--- src/rtl/stream_sched_rr.sv ---
// Round-robin scheduler sharing one fixed-latency datapath between N_REQ valid/ready streams.
// Each issued operand carries a one-hot tag down a pipeline so its result returns to its owner.
module stream_sched_rr #(
   parameter int WIDTH   = 16,
   parameter int N_REQ   = 3,
   parameter int LATENCY = 2
) (
   input  logic                   clk,
   input  logic                   rst,
   input  logic                   en,
   input  logic [N_REQ-1:0]       req_mask,
   input  logic [N_REQ-1:0]       req_valid,
   input  logic [N_REQ*WIDTH-1:0] req_data,
   output logic [N_REQ-1:0]       req_ready,
   output logic                   dp_valid,
   output logic [WIDTH-1:0]       dp_data,
   input  logic [WIDTH-1:0]       dp_result,
   output logic [N_REQ-1:0]       rsp_valid,
   output logic [WIDTH-1:0]       rsp_data,
   output logic                   idle
);

   localparam int PTR_W  = (N_REQ > 1) ? $clog2(N_REQ) : 1;
   localparam int STAGES = LATENCY + 1;

   logic [PTR_W-1:0] rr_ptr_reg;
   logic [PTR_W-1:0] rr_ptr_next;
   logic             dp_valid_reg;
   logic [WIDTH-1:0] dp_data_reg;

   logic [N_REQ-1:0] eligible;
   logic [N_REQ-1:0] grant_onehot;
   logic [PTR_W-1:0] grant_idx;
   logic             grant_any;
   logic [PTR_W:0]   scan_idx;

   logic [STAGES-1:0] stage_valid;
   logic [N_REQ-1:0]  stage_tag [STAGES];

   // Reset also blocks grants so no handshake completes while rst is high.
   assign eligible = req_valid & ~req_mask & {N_REQ{en & ~rst}};

   // Circular search starting at rr_ptr; the scan index is one bit wider so it can wrap.
   always_comb begin
      grant_onehot = '0;
      grant_idx    = '0;
      grant_any    = 1'b0;
      scan_idx     = '0;
      for (int k = 0; k < N_REQ; k++) begin
         scan_idx = {1'b0, rr_ptr_reg} + (PTR_W + 1)'(k);
         if (scan_idx >= (PTR_W + 1)'(N_REQ)) begin
            scan_idx = scan_idx - (PTR_W + 1)'(N_REQ);
         end
         if (!grant_any && eligible[scan_idx[PTR_W-1:0]]) begin
            grant_any = 1'b1;
            grant_idx = scan_idx[PTR_W-1:0];
         end
      end
      if (grant_any) begin
         grant_onehot[grant_idx] = 1'b1;
      end
   end

   always_comb begin
      rr_ptr_next = rr_ptr_reg;
      if (grant_any) begin
         rr_ptr_next = (grant_idx == PTR_W'(N_REQ - 1)) ? '0 : grant_idx + 1'b1;
      end
   end

   always_ff @(posedge clk) begin
      if (rst) begin
         rr_ptr_reg   <= '0;
         dp_valid_reg <= 1'b0;
         dp_data_reg  <= '0;
      end else begin
         rr_ptr_reg   <= rr_ptr_next;
         dp_valid_reg <= grant_any;
         if (grant_any) begin
            dp_data_reg <= req_data[grant_idx*WIDTH +: WIDTH];
         end
      end
   end

   // Tag pipeline: stage 0 lines up with dp_valid, stage LATENCY with dp_result.
   genvar gi;
   generate
      for (gi = 0; gi < STAGES; gi++) begin : g_tag
         logic             in_valid;
         logic [N_REQ-1:0] in_tag;
         logic             valid_reg;
         logic [N_REQ-1:0] tag_reg;

         if (gi == 0) begin : g_head
            assign in_valid = grant_any;
            assign in_tag   = grant_onehot;
         end else begin : g_body
            assign in_valid = stage_valid[gi-1];
            assign in_tag   = stage_tag[gi-1];
         end

         always_ff @(posedge clk) begin
            if (rst) begin
               valid_reg <= 1'b0;
               tag_reg   <= '0;
            end else begin
               valid_reg <= in_valid;
               tag_reg   <= in_tag;
            end
         end

         assign stage_valid[gi] = valid_reg;
         assign stage_tag[gi]   = tag_reg;
      end
   endgenerate

   assign req_ready = grant_onehot;
   assign dp_valid  = dp_valid_reg;
   assign dp_data   = dp_data_reg;
   assign rsp_valid = stage_valid[LATENCY] ? stage_tag[LATENCY] : '0;
   assign rsp_data  = dp_result;
   assign idle      = (eligible == '0) && (stage_valid == '0) && !dp_valid_reg;

endmodule

--- config.mk ---
export PLATFORM = sky130hd
export DESIGN_NAME = stream_sched_rr
export DESIGN_NICKNAME = d
export VERILOG_FILES = /design/src/rtl/stream_sched_rr.sv
export SDC_FILE = /design/constraint.sdc
export NUM_CORES = 1
export LEC_CHECK = 0
export CORE_UTILIZATION = 32
export CTS_CLUSTER_DIAMETER = 200
export DETAILED_ROUTE_END_ITERATION = 8
export HOLD_SLACK_MARGIN = 0.12
export PLACE_DENSITY = 0.85
export SYNTH_ARGS = -nofsm -noshare
export SYNTH_HDL_FRONTEND = slang
export SYNTH_SLANG_ARGS = --single-unit
--- constraint.sdc ---
create_clock -name clk -period 2.96 [get_ports clk]
set_input_delay 0.444 -clock clk [delete_from_list [all_inputs] [get_ports clk]]
set_output_delay 0.444 -clock clk [all_outputs]
set_load 0.05 [all_outputs]
# Word-level counts from Yosys, hierarchy flattened
# Index checks and enable logic that the tools add are counted.
[op_classes] n_bitwise=5 magnitude_cmp=8 muxes=20 addsub=6 eq_ne=1 n_reduce_logical=10 shifts=1
[op_table] op="variable part select 48 x 7 -> 16 bit" n=1
[op_table] op="two-way mux 2 bit" n=7
[op_table] op="less-than comparator 2 x 3 -> 1 bit (second input constant)" n=4
[op_table] op="two-way mux 1 bit" n=7
[op_table] op="bitwise AND 3 bit" n=2
[op_table] op="binary-select mux 1 bit (select 2 bit)" n=3
[op_table] op=">= comparator 3 x 2 -> 1 bit (second input constant)" n=2
[op_table] op="logical NOT 3 bit" n=2
[op_table] op="two-way mux 3 bit" n=2
[op_table] op="subtractor 2 bit (second input constant)" n=3
[op_table] op="logical AND 1 bit" n=5
[op_table] op="adder 2 x 1 -> 3 bit (second input constant)" n=1
[op_table] op="adder 2 x 2 -> 3 bit (second input constant)" n=1
[op_table] op="logical NOT 1 bit" n=3
[op_table] op="NOT 3 bit" n=1
[op_table] op="adder 2 x 1 -> 2 bit (second input constant)" n=1
[op_table] op="demux 1 bit (select 2 bit)" n=1
[op_table] op="equality test 2 bit (second input constant)" n=1
[op_table] op=">= comparator 2 x 1 -> 1 bit (second input constant)" n=1
[op_table] op=">= comparator 2 bit (second input constant)" n=1
[op_table] op="bitwise AND 1 bit" n=1
[op_table] op="NOT 1 bit" n=1
[totals] inputBits=73 ff_bits=30 output_inout_bits=40

# Depth between registers and ports, before layout
# Gate-level depths: netlist (run 1).
[depth] word_depth=17 ltp_mapped=10

# Least setup slack after synthesis (run 1)
# OpenSTA, ideal clock, no wires.
[synth_path] path_kind="register -> output" start="register rr_ptr_reg[1]" end="output req_ready[0]" t_required_ps=2516 stages_incl_launch_ff=10 path_slack_ps=-274 t_arrival_ps=2790 path_cell_list="dfxtp_1 -> inv_1 -> ha_1 -> or4b_1 -> nand4_1 -> or2_1 -> buf_6 -> inv_4 -> buf_6 -> nor3_1"
[synth_via] elab_chain_len=16
[synth_lines] item="from (decl)" line_no="26" source="logic [PTR_W-1:0] rr_ptr_reg;"
[synth_lines] item="from (signal assigned)" line_no="77" source="rr_ptr_reg <= rr_ptr_next;"
[synth_lines] item="branches (longest 15 deep; another with adder 2 x 1 -> 3 bit)"
[synth_lines] item="two-way mux 3 bit *" line_no="59" source="if (grant_any) begin"
[synth_lines] item="to (decl)" line_no="14" source="output logic [N_REQ-1:0] req_ready,"
# Every way passes the cells marked *. The select of a mux whose other input is x is not followed.

# Worst setup path in the final report (run 1)
# Same ends and word-level chain as after synthesis.

==> results of run 1 <==
## placed cells by master, fill, tap and decap left out, drive strengths merged
cell	instances
or4b	1
and2	3
ha	2
dfxtp	30
nand4	2
o211ai	10
nand3	16
nand4bb	2
or2	2
clkbuf	6
o21ai	8
a31oi	1
a32o	2
a22oi	15
o211a	1
a311oi	9
and3	1
a21oi	10
a21o	1
bufinv	2
nor3	4
nor4bb	1
nor2b	18
clkdlybuf4s50	76
a21bo	1
o32ai	1
buf	13
a32oi	1
nand2	2
inv	9
or3	1
## report_power, final
part           internal [mW]  total [mW]  switching, mW  leakage, nW
combinational          0.193       0.425          0.232        0.643
sequential             0.441       0.459         0.0180        0.245
clock                  0.359       0.514          0.155       0.0714
total                  0.993        1.40          0.405        0.960
## area by class of cell
cell class                 count  share of cell area [%]
clock buffer                   6                    3.19
clock inverter                 2                    2.32
inverter                       9                    1.40
multi-input combinational    115                    31.9
sequential                    30                    23.2
tap                           70                    3.38
timing repair buffer          89                    34.6
## routing by layer
metal,global-route usage [%],wire [um],vias to the layer above
li1,-,-,801
met1,20.4,1870,767
met2,29.4,2330,50
met3,4.34,218,12
met4,7.13,47,0
met5,0,0,-
## critical path, delay by kind of cell (launching register included)
family / cells / cell delay [ns]
fa+ha+maj: 1 / 0.25
buf+inv: 3 / 0.31
flops: 1 / 0.35
simple gates: 4 / 1.12
## worst max-delay path by stage
stage,start,to,slack [ns],depth (start not counted)
2_1_floorplan,rr_ptr_reg[1],req_ready[0],0.15,9
6_report,rr_ptr_reg[1],req_ready[0],0.20,8
4_1_cts,rr_ptr_reg[1],req_ready[0],0.22,8
3_3_place_gp,req_valid[0],req_ready[0],0.37,7
3_5_place_dp,en,req_ready[2],0.33,7
5_1_grt,rr_ptr_reg[1],req_ready[0],0.04,8
## cell families (layout without fill, tap and decap cells)
| kind of cell | Yosys count | count (layout) |
|---|---|---|
| DFF | 30 | 30 |
| buffers and inverters | 38 | 106 |
| and+or+nand+nor | 53 | 53 |
| AOI/OAI and AO/OA | 60 | 60 |
| adders and majority gates | 2 | 2 |
## per-stage QoR
step | total power, mW | setup WS (ns) | hold slack, ns | utilization, %
after floorplan | 0.769 | 0.150 | 0.414 | -
after global placement | 0.887 | 0.367 | 0.415 | 48.2
after detailed placement | 0.894 | 0.331 | 0.420 | 48.2
after CTS | 1.41 | 0.217 | 0.436 | 51.0
after global routing | 1.46 | 0.0386 | 0.449 | 51.0
final | 1.40 | 0.204 | 0.434 | 51.0
==> flow_summary.toml, run 1 <==
[clock_tree]
cts_setup_buffers = 0
cts_root_buf = "clkbuf_8"
h-tree-depth = 2
cts_buffers = 5
cts_sinks = 30
clock_latency_ns = 0.28
cts_tree = "yes"
cts_resized = 0
cts.path.max_buffers = 2
ctsHoldBuffers = 0
path_clk_slew_ns = 0.07

[synthesis]
yosysWarningCount = 0
synth_xor_area_share_pct = 0
ys_seq_area_share_pct = 35.6
synth-edff-count = 0
synth_top_area_share_pct = 35.6
avgSynthCellArea_um2 = 9.21
syn-num-nets = 258
netlist_instances = 183
ys.flop_type = "dfxtp_1"
synth_common_cells = "dfxtp_1 (30), nor2b_1 (18), buf_4 (17), nand3_1 (15)"
synth_top_family_by_area = "compound AO/OA/AOI/OAI gates"
yosys.area_share.adder_pct = 1.48
synthSimpleGateAreaFrac_pct = 19.4
synth.distinct_cells = 38
synth.area.top_cells = "dfxtp_1 (36%), buf_4 (7.6%), nor2b_1 (6.7%)"
ys_ff_latch = 30
synth_compound_area_share_pct = 27.8
synth.most_common_cell = "dfxtp_1"
yosys-mux-area-fraction_pct = 0
synthArstFlopShare_pct = 0
yosys.area.top_type = "dfxtp_1"
syn_area_mm2 = 0.00169

[cells_and_area]
drive_above_1_share_pct = 14.3
fin_nets = 325
stdcell_area_mm2 = 0.00259
largest_reg_flops = 16
regArea_um2 = 601
n_fill_cell = 496
multi_input_area_um2 = 826
fin_cells = 321
area_delta_synth_final_pct = 53.6
n_antenna_cell = 0

[worst_setup_path]
r2r_slack_ns = 0.63
cp_cell_sequence = "inv_1, ha_1, or4b_1, nand4_1, or2_1, inv_4, nor3_2, buf_12"
crit_type = "flop to output pin"
cp_slowest_stage_delay_ns = 0.59
startpoint_type = "flop"
slowest_stage = "or4b_1"
cp-end-kind = "output pin"
worst-path-max-fanout = 8
reg2regPathDepth = 8
reg2reg_to = "dp_data[1]"
reg2reg_from = "rr_ptr_reg[1]"
worstPathArrival_ns = 2.31
worstPathRequired_ns = 2.52

[detailed_routing]
via_per_inst = 5.08
first_pass_iters = 4
wl_per_cell_um = 13.9
drtIter0Drc = 74
drc_errors = 0
routed_wl_um = 4470
ant_nets = 0
vias = 1630

[global_routing]
grt_max_degree = 26
grt_pass1_wl_um = 7290
grt_util_all_layers_pct = 17.2
antenna_found_initial = 0
first_global_vias = 1551
grt_overflow = 0

[worst_hold_path]
min_from = "g_tag[1].tag_reg[2]"
min_delay_worst_endpoint = "g_tag[2].tag_reg[2]"
hold_path_depth = 1
hold_class = "flop to flop"

[placed_design]
hpwl_um = 3240
gp_congestion = 0.783
io_buffers = 80
placed_cell_area_mm2 = 0.00245
placed_cells = 313

[timing]
setup_violations = 0
rsz0062_at_grt = "false"
tightest_slew_ns = 0.533
period_share_pct = 93.1
tns_ns = 0
maxSlewViolCount = 0
fin_skew_ns = 0.00817
finalHoldViolations = 0
relSlewSlack_pct = 64.4
fmax_mhz = 363
layout_min_cycle_time_ns = 2.76

[floorplan]
fp.dieH_um = 74.6
core_mm2 = 0.00507
dieArea_mm2 = 0.00556
io_pins = 113
initial_core_util_pct = 33.2
rows = 26
die_x_um = 74.6

[run]
maxCapViolCount = 0

[power_and_ir_drop]
leakage_nw = 0.960
power_density_mw_per_mm2 = 540
ir_drop_mv = 0.257

[status]
outcome = "finished clean"
No activity file was read; power rests on OpenSTA's default activity.
==> run 2: changes to the inputs <==
--- a/config.mk
+++ b/config.mk
@@ -5,6 +5,7 @@
 export SDC_FILE = /design/constraint.sdc
 export NUM_CORES = 1
 export LEC_CHECK = 0
+export ABC_CLOCK_PERIOD_IN_PS = 2960
 export CORE_UTILIZATION = 32
 export CTS_CLUSTER_DIAMETER = 200
 export DETAILED_ROUTE_END_ITERATION = 8
==> constraint.sdc (replaced) <==
create_clock -name clk -period 2.96 [get_ports clk]
set_input_delay 0.592 -clock clk [delete_from_list [all_inputs] [get_ports clk]]
set_output_delay 0.592 -clock clk [all_outputs]
set_load 0.05 [all_outputs]
==> run 2 against run 1 <==
Via count rose by 1.8%. Die area did not move. Total power fell by 12%. Register-to-register slack got worse by 0.07 ns. Sequential power barely moved. First-iteration DRC count fell by 12%. Clock skew fell by 0.0046 ns. Critical endpoint is now req_ready[1]. Largest power group is now sequential cells.
==> flow_summary.toml, run 2 (synthesis results as in run 1) <==
[status]
outcome = "finished clean"

[worst_setup_path]
startpoint_type = "input pin"
cp_slowest_stage_delay_ns = 0.51
worst-path-max-fanout = 6
cpMostUsedCell = "buf_4"
crit_type = "input pin to output pin"
cp_cell_sequence = "clkdlybuf4s50_1, nor4bb_2, nand4_1, or2_1, inv_2, buf_4, buf_4"
cp-end-kind = "output pin"
slowest_stage = "clkdlybuf4s50_1"
worstPathArrival_ns = 2.31
worstPathRequired_ns = 2.37

[placed_design]
hpwl_um = 3290
io_buffers = 80
gp_congestion = 0.708

[cells_and_area]
area_delta_synth_final_pct = 52.1
n_antenna_cell = 0
layout_commonest_cell = "clkdlybuf4s50_1"
postLayoutCoreUtil_pct = 50.5
largest_reg_flops = 16
n_fill_cell = 496
drive_above_1_share_pct = 15.5
fin_nets = 326
layout_common_cells = "clkdlybuf4s50_1 (76), dfxtp_1 (30), nor2b_1 (17)"

[timing]
finalHoldViolations = 0
rsz0062_at_grt = "true"
maxSlewViolCount = 0
setup_violations = 0
tightest_slew_ns = 0.518
fin_skew_ns = 0.00357
hold_slack_ns = 0.437
fmax_mhz = 345
layout_min_cycle_time_ns = 2.90
period_share_pct = 98.0
relSlewSlack_pct = 65.4

[clock_tree]
path_clk_slew_ns = 0.07
cts.path.max_buffers = 2
clock_latency_ns = 0.28
ctsHoldBuffers = 0
cts_tree = "yes"
cts_setup_buffers = 0
cts_sinks = 30
cts_root_buf = "clkbuf_8"
h-tree-depth = 2
cts_buffers = 5

[global_routing]
first_global_vias = 1577
antenna_found_initial = 0
grt_pass1_wl_um = 7290
grt_max_degree = 26
grt_util_all_layers_pct = 17.5
grt_overflow = 0

[floorplan]
fp.dieH_um = 74.6
initial_core_util_pct = 33.2
rows = 26
io_pins = 113
core_mm2 = 0.00507
die_x_um = 74.6
dieArea_mm2 = 0.00556

[detailed_routing]
first_pass_iters = 4
drc_errors = 0
vias = 1659
drtIter0Drc = 65
wl_per_cell_um = 14.3
ant_nets = 0
via_per_inst = 5.15
routed_wl_um = 4600

[worst_hold_path]
hold_class = "flop to flop"

[run]
maxCapViolCount = 0

[power_and_ir_drop]
leakage_nw = 0.943
power_density_mw_per_mm2 = 480
ir_drop_mv = 0.216
run 2: cell count changes in the layout (fill, tap and decap cells not counted), sizes merged:
cell | before | now
clkinv | 0 | 1
buf | 13 | 14
bufinv | 2 | 0
clkinvlp | 0 | 1
run 2: path summary, 6_finish.rpt:
check                                    startpoint                   to  slack (ns)  cells past startpoint
worst min-delay path            g_tag[1].tag_reg[0]  g_tag[2].tag_reg[0]        0.44                      1
worst max-delay path                             en         req_ready[1]        0.06                      7
worst min register to register  g_tag[1].tag_reg[0]  g_tag[2].tag_reg[0]        0.44                      1
worst max register to register        rr_ptr_reg[1]          dp_data[15]        0.56                     10
run 2: power by group:
part / switching (mW) / internal, mW
logic: 0.234 / 0.195
clock network: 0.157 / 0.187
registers: 0.0173 / 0.441
total: 0.408 / 0.822
run 2: final cells by class:
cell class,count,area (um^2),share of cell area [%]
multi-input combinational,115,841,32.8
clock buffer,6,82.6,3.22
timing repair buffer,90,903,35.2
inverter,9,36.3,1.42
sequential,30,601,23.4
tap,70,87.6,3.42
clock inverter,2,12.5,0.488
run 2: per-layer routing:
metal / track usage [%] / vias to the layer above / share of wire [%]
met4: 9.01 / 0 / 2.8
met2: 29.4 / 57 / 51
met5: 0 / - / 0
met1: 20.2 / 787 / 40
li1: - / 797 / -
met3: 4.74 / 18 / 5.7
run 2: what timing repair did:
item / in CTS / in global routing
hold endpoints to repair: 0 / 0
setup endpoints to repair: 1 / 2
pin swaps: 0 / 0
gates resized for setup: 1 / 2
run 2: per-stage QoR:
stage          area (um^2)  instances  total power, mW  setup TNS, ns  setup WS [ns]
2_1_floorplan         1690        183            0.769              0        0.00217
3_3_place_gp          2450        314            0.887              0         0.0745
3_5_place_dp          2450        314            0.893       -0.00862       -0.00862
4_1_cts               2550        322             1.24              0         0.0485
5_1_grt               2560        322             1.29        -0.0365        -0.0286
6_report              2560        322             1.23              0         0.0596
run 2: worst max-delay path: cells and delay by family:
family        cells  cell delay, ns
simple gates      3            0.74
buf+inv           4            0.97
==> run 3: changes to the inputs <==
--- a/config.mk
+++ b/config.mk
@@ -6,11 +6,12 @@
 export NUM_CORES = 1
 export LEC_CHECK = 0
 export ABC_CLOCK_PERIOD_IN_PS = 2960
-export CORE_UTILIZATION = 32
+export CORE_UTILIZATION = 36
 export CTS_CLUSTER_DIAMETER = 200
 export DETAILED_ROUTE_END_ITERATION = 8
+export GPL_ROUTABILITY_DRIVEN = 0
 export HOLD_SLACK_MARGIN = 0.12
-export PLACE_DENSITY = 0.85
+export PLACE_DENSITY = 0.93
 export SYNTH_ARGS = -nofsm -noshare
 export SYNTH_HDL_FRONTEND = slang
 export SYNTH_SLANG_ARGS = --single-unit
==> run 3 against run 2 <==
Non-clock buffer count is the same. Fmax increased by 0.41%. Combinational power is 2% higher. Critical path type unchanged. Largest power group unchanged.
==> flow_summary.toml, run 3 (synthesis results as in run 1) <==
[status]
outcome = "finished clean"

[placed_design]
placed_cell_area_mm2 = 0.00243
placed_cells = 296
hpwl_um = 3480
io_buffers = 80

[clock_tree]
cts_buffers = 5
cts.path.max_buffers = 2
h-tree-depth = 2
cts_sinks = 30
path_clk_slew_ns = 0.06
cts_tree = "yes"
clock_latency_ns = 0.28
ctsHoldBuffers = 0
cts_root_buf = "clkbuf_8"

[power_and_ir_drop]
ir_drop_mv = 0.246
leakage_nw = 0.943
power_density_mw_per_mm2 = 484
design_power_total_mw = 1.23

[detailed_routing]
first_pass_iters = 4
via_per_inst = 5.50
routed_wl_um = 4820
drc_errors = 0
wl_per_cell_um = 15.8
drtIter0Drc = 120
ant_nets = 0
vias = 1673

[cells_and_area]
fin_cells = 304
n_antenna_cell = 0
layout_commonest_cell = "clkdlybuf4s50_1"
stdcell_area_mm2 = 0.00255
layout_common_cells = "clkdlybuf4s50_1 (76), dfxtp_1 (30), nand3_1 (15), nor2b_1 (15), buf_4 (11)"
largest_reg_flops = 16
fin_nets = 326
area_delta_synth_final_pct = 51.3
drive_above_1_share_pct = 16.7

[timing]
rsz0062_at_grt = "true"
layout_min_cycle_time_ns = 2.89
fmax_mhz = 346
finalHoldViolations = 0
hold_slack_ns = 0.434
period_share_pct = 97.6
setup_violations = 0
tightest_slew_ns = 0.536
maxSlewViolCount = 0
relSlewSlack_pct = 64.2
fin_skew_ns = 0.00411

[floorplan]
rows = 24
io_pins = 113
core_mm2 = 0.00441
dieArea_mm2 = 0.00496
fp.dieH_um = 70.4
initial_core_util_pct = 38.2
die_x_um = 70.4

[run]
maxCapViolCount = 0

[worst_setup_path]
cp-end-kind = "output pin"
cp_top_family = "buffers and inverters"
r2r_slack_ns = 0.62
worstPathArrival_ns = 2.30
slowest_stage = "clkdlybuf4s50_1"
crit_buf_inv = 3
reg2regPathDepth = 9
startpoint_type = "input pin"
cp_slowest_stage_delay_ns = 0.49
worst-path-max-fanout = 5
reg2reg_to = "rr_ptr_reg[0]"
crit_type = "input pin to output pin"
worstPathRequired_ns = 2.37
reg2reg_from = "rr_ptr_reg[0]"
cp_cell_sequence = "clkdlybuf4s50_1, nand4bb_1, buf_4, a32oi_1, nand2_2, nor3_4, buf_12"

[global_routing]
grt_overflow = 0
grt_pass1_wl_um = 7930
antenna_found_initial = 0
grt_util_all_layers_pct = 19.9
first_global_vias = 1713
grt_max_degree = 26

[worst_hold_path]
min_from = "g_tag[1].tag_reg[1]"
min_delay_worst_endpoint = "g_tag[2].tag_reg[1]"
hold_path_depth = 1
hold_class = "flop to flop"
[run 3: how the worst max path moves through the flow]
stage                  startpoint            to  slack, ns  cells past startpoint
finish                        rst  req_ready[0]       0.07                      7
global route                  rst  req_ready[0]     -0.002                      7
CTS                            en  req_ready[0]       0.01                      7
detailed placement             en  req_ready[0]       0.03                      7
global placement               en  req_ready[0]       0.07                      7
floorplan           rr_ptr_reg[1]  req_ready[0]      0.002                      9
[run 3: cell type report]
type	count	area, um^2
tap	52	65.1
clock buffer	6	82.6
clock inverter	2	12.5
fill	381	1860
timing repair buffer	90	903
multi-input combinational	115	850
inverter	9	36.3
sequential	30	601
[run 3: metal layers]
metal / wire, um / up-vias / global-route usage, %
met5: 0 / - / 0
met4: 171 / 0 / 11.8
met3: 312 / 19 / 4.33
met2: 2480 / 68 / 35.3
met1: 1850 / 790 / 21.3
li1: - / 796 / -
[run 3: what timing repair did]
item,4_1_cts,5_1_grt
gates resized for setup,0,6
setup buffers,0,0
setup endpoints to repair,0,1
[run 3: metrics by stage]
| stage | util [%] | setup TNS [ns] | setup WS [ns] |
|---|---|---|---|
| after floorplan | - | 0 | 0.00217 |
| after global placement | 55.1 | 0 | 0.0736 |
| after detailed placement | 55.1 | 0 | 0.0282 |
| after CTS | 57.2 | 0 | 0.0120 |
| after global routing | 57.8 | -0.00165 | -0.00165 |
| final | 57.8 | 0 | 0.0715 |
[run 3: where the power goes]
group	internal, mW	switching [mW]	total (mW)	leakage, nW
Sequential	0.441	0.0180	0.459	0.245
Clock	0.186	0.153	0.340	0.0472
Combinational	0.196	0.240	0.436	0.651
Total	0.824	0.411	1.23	0.943
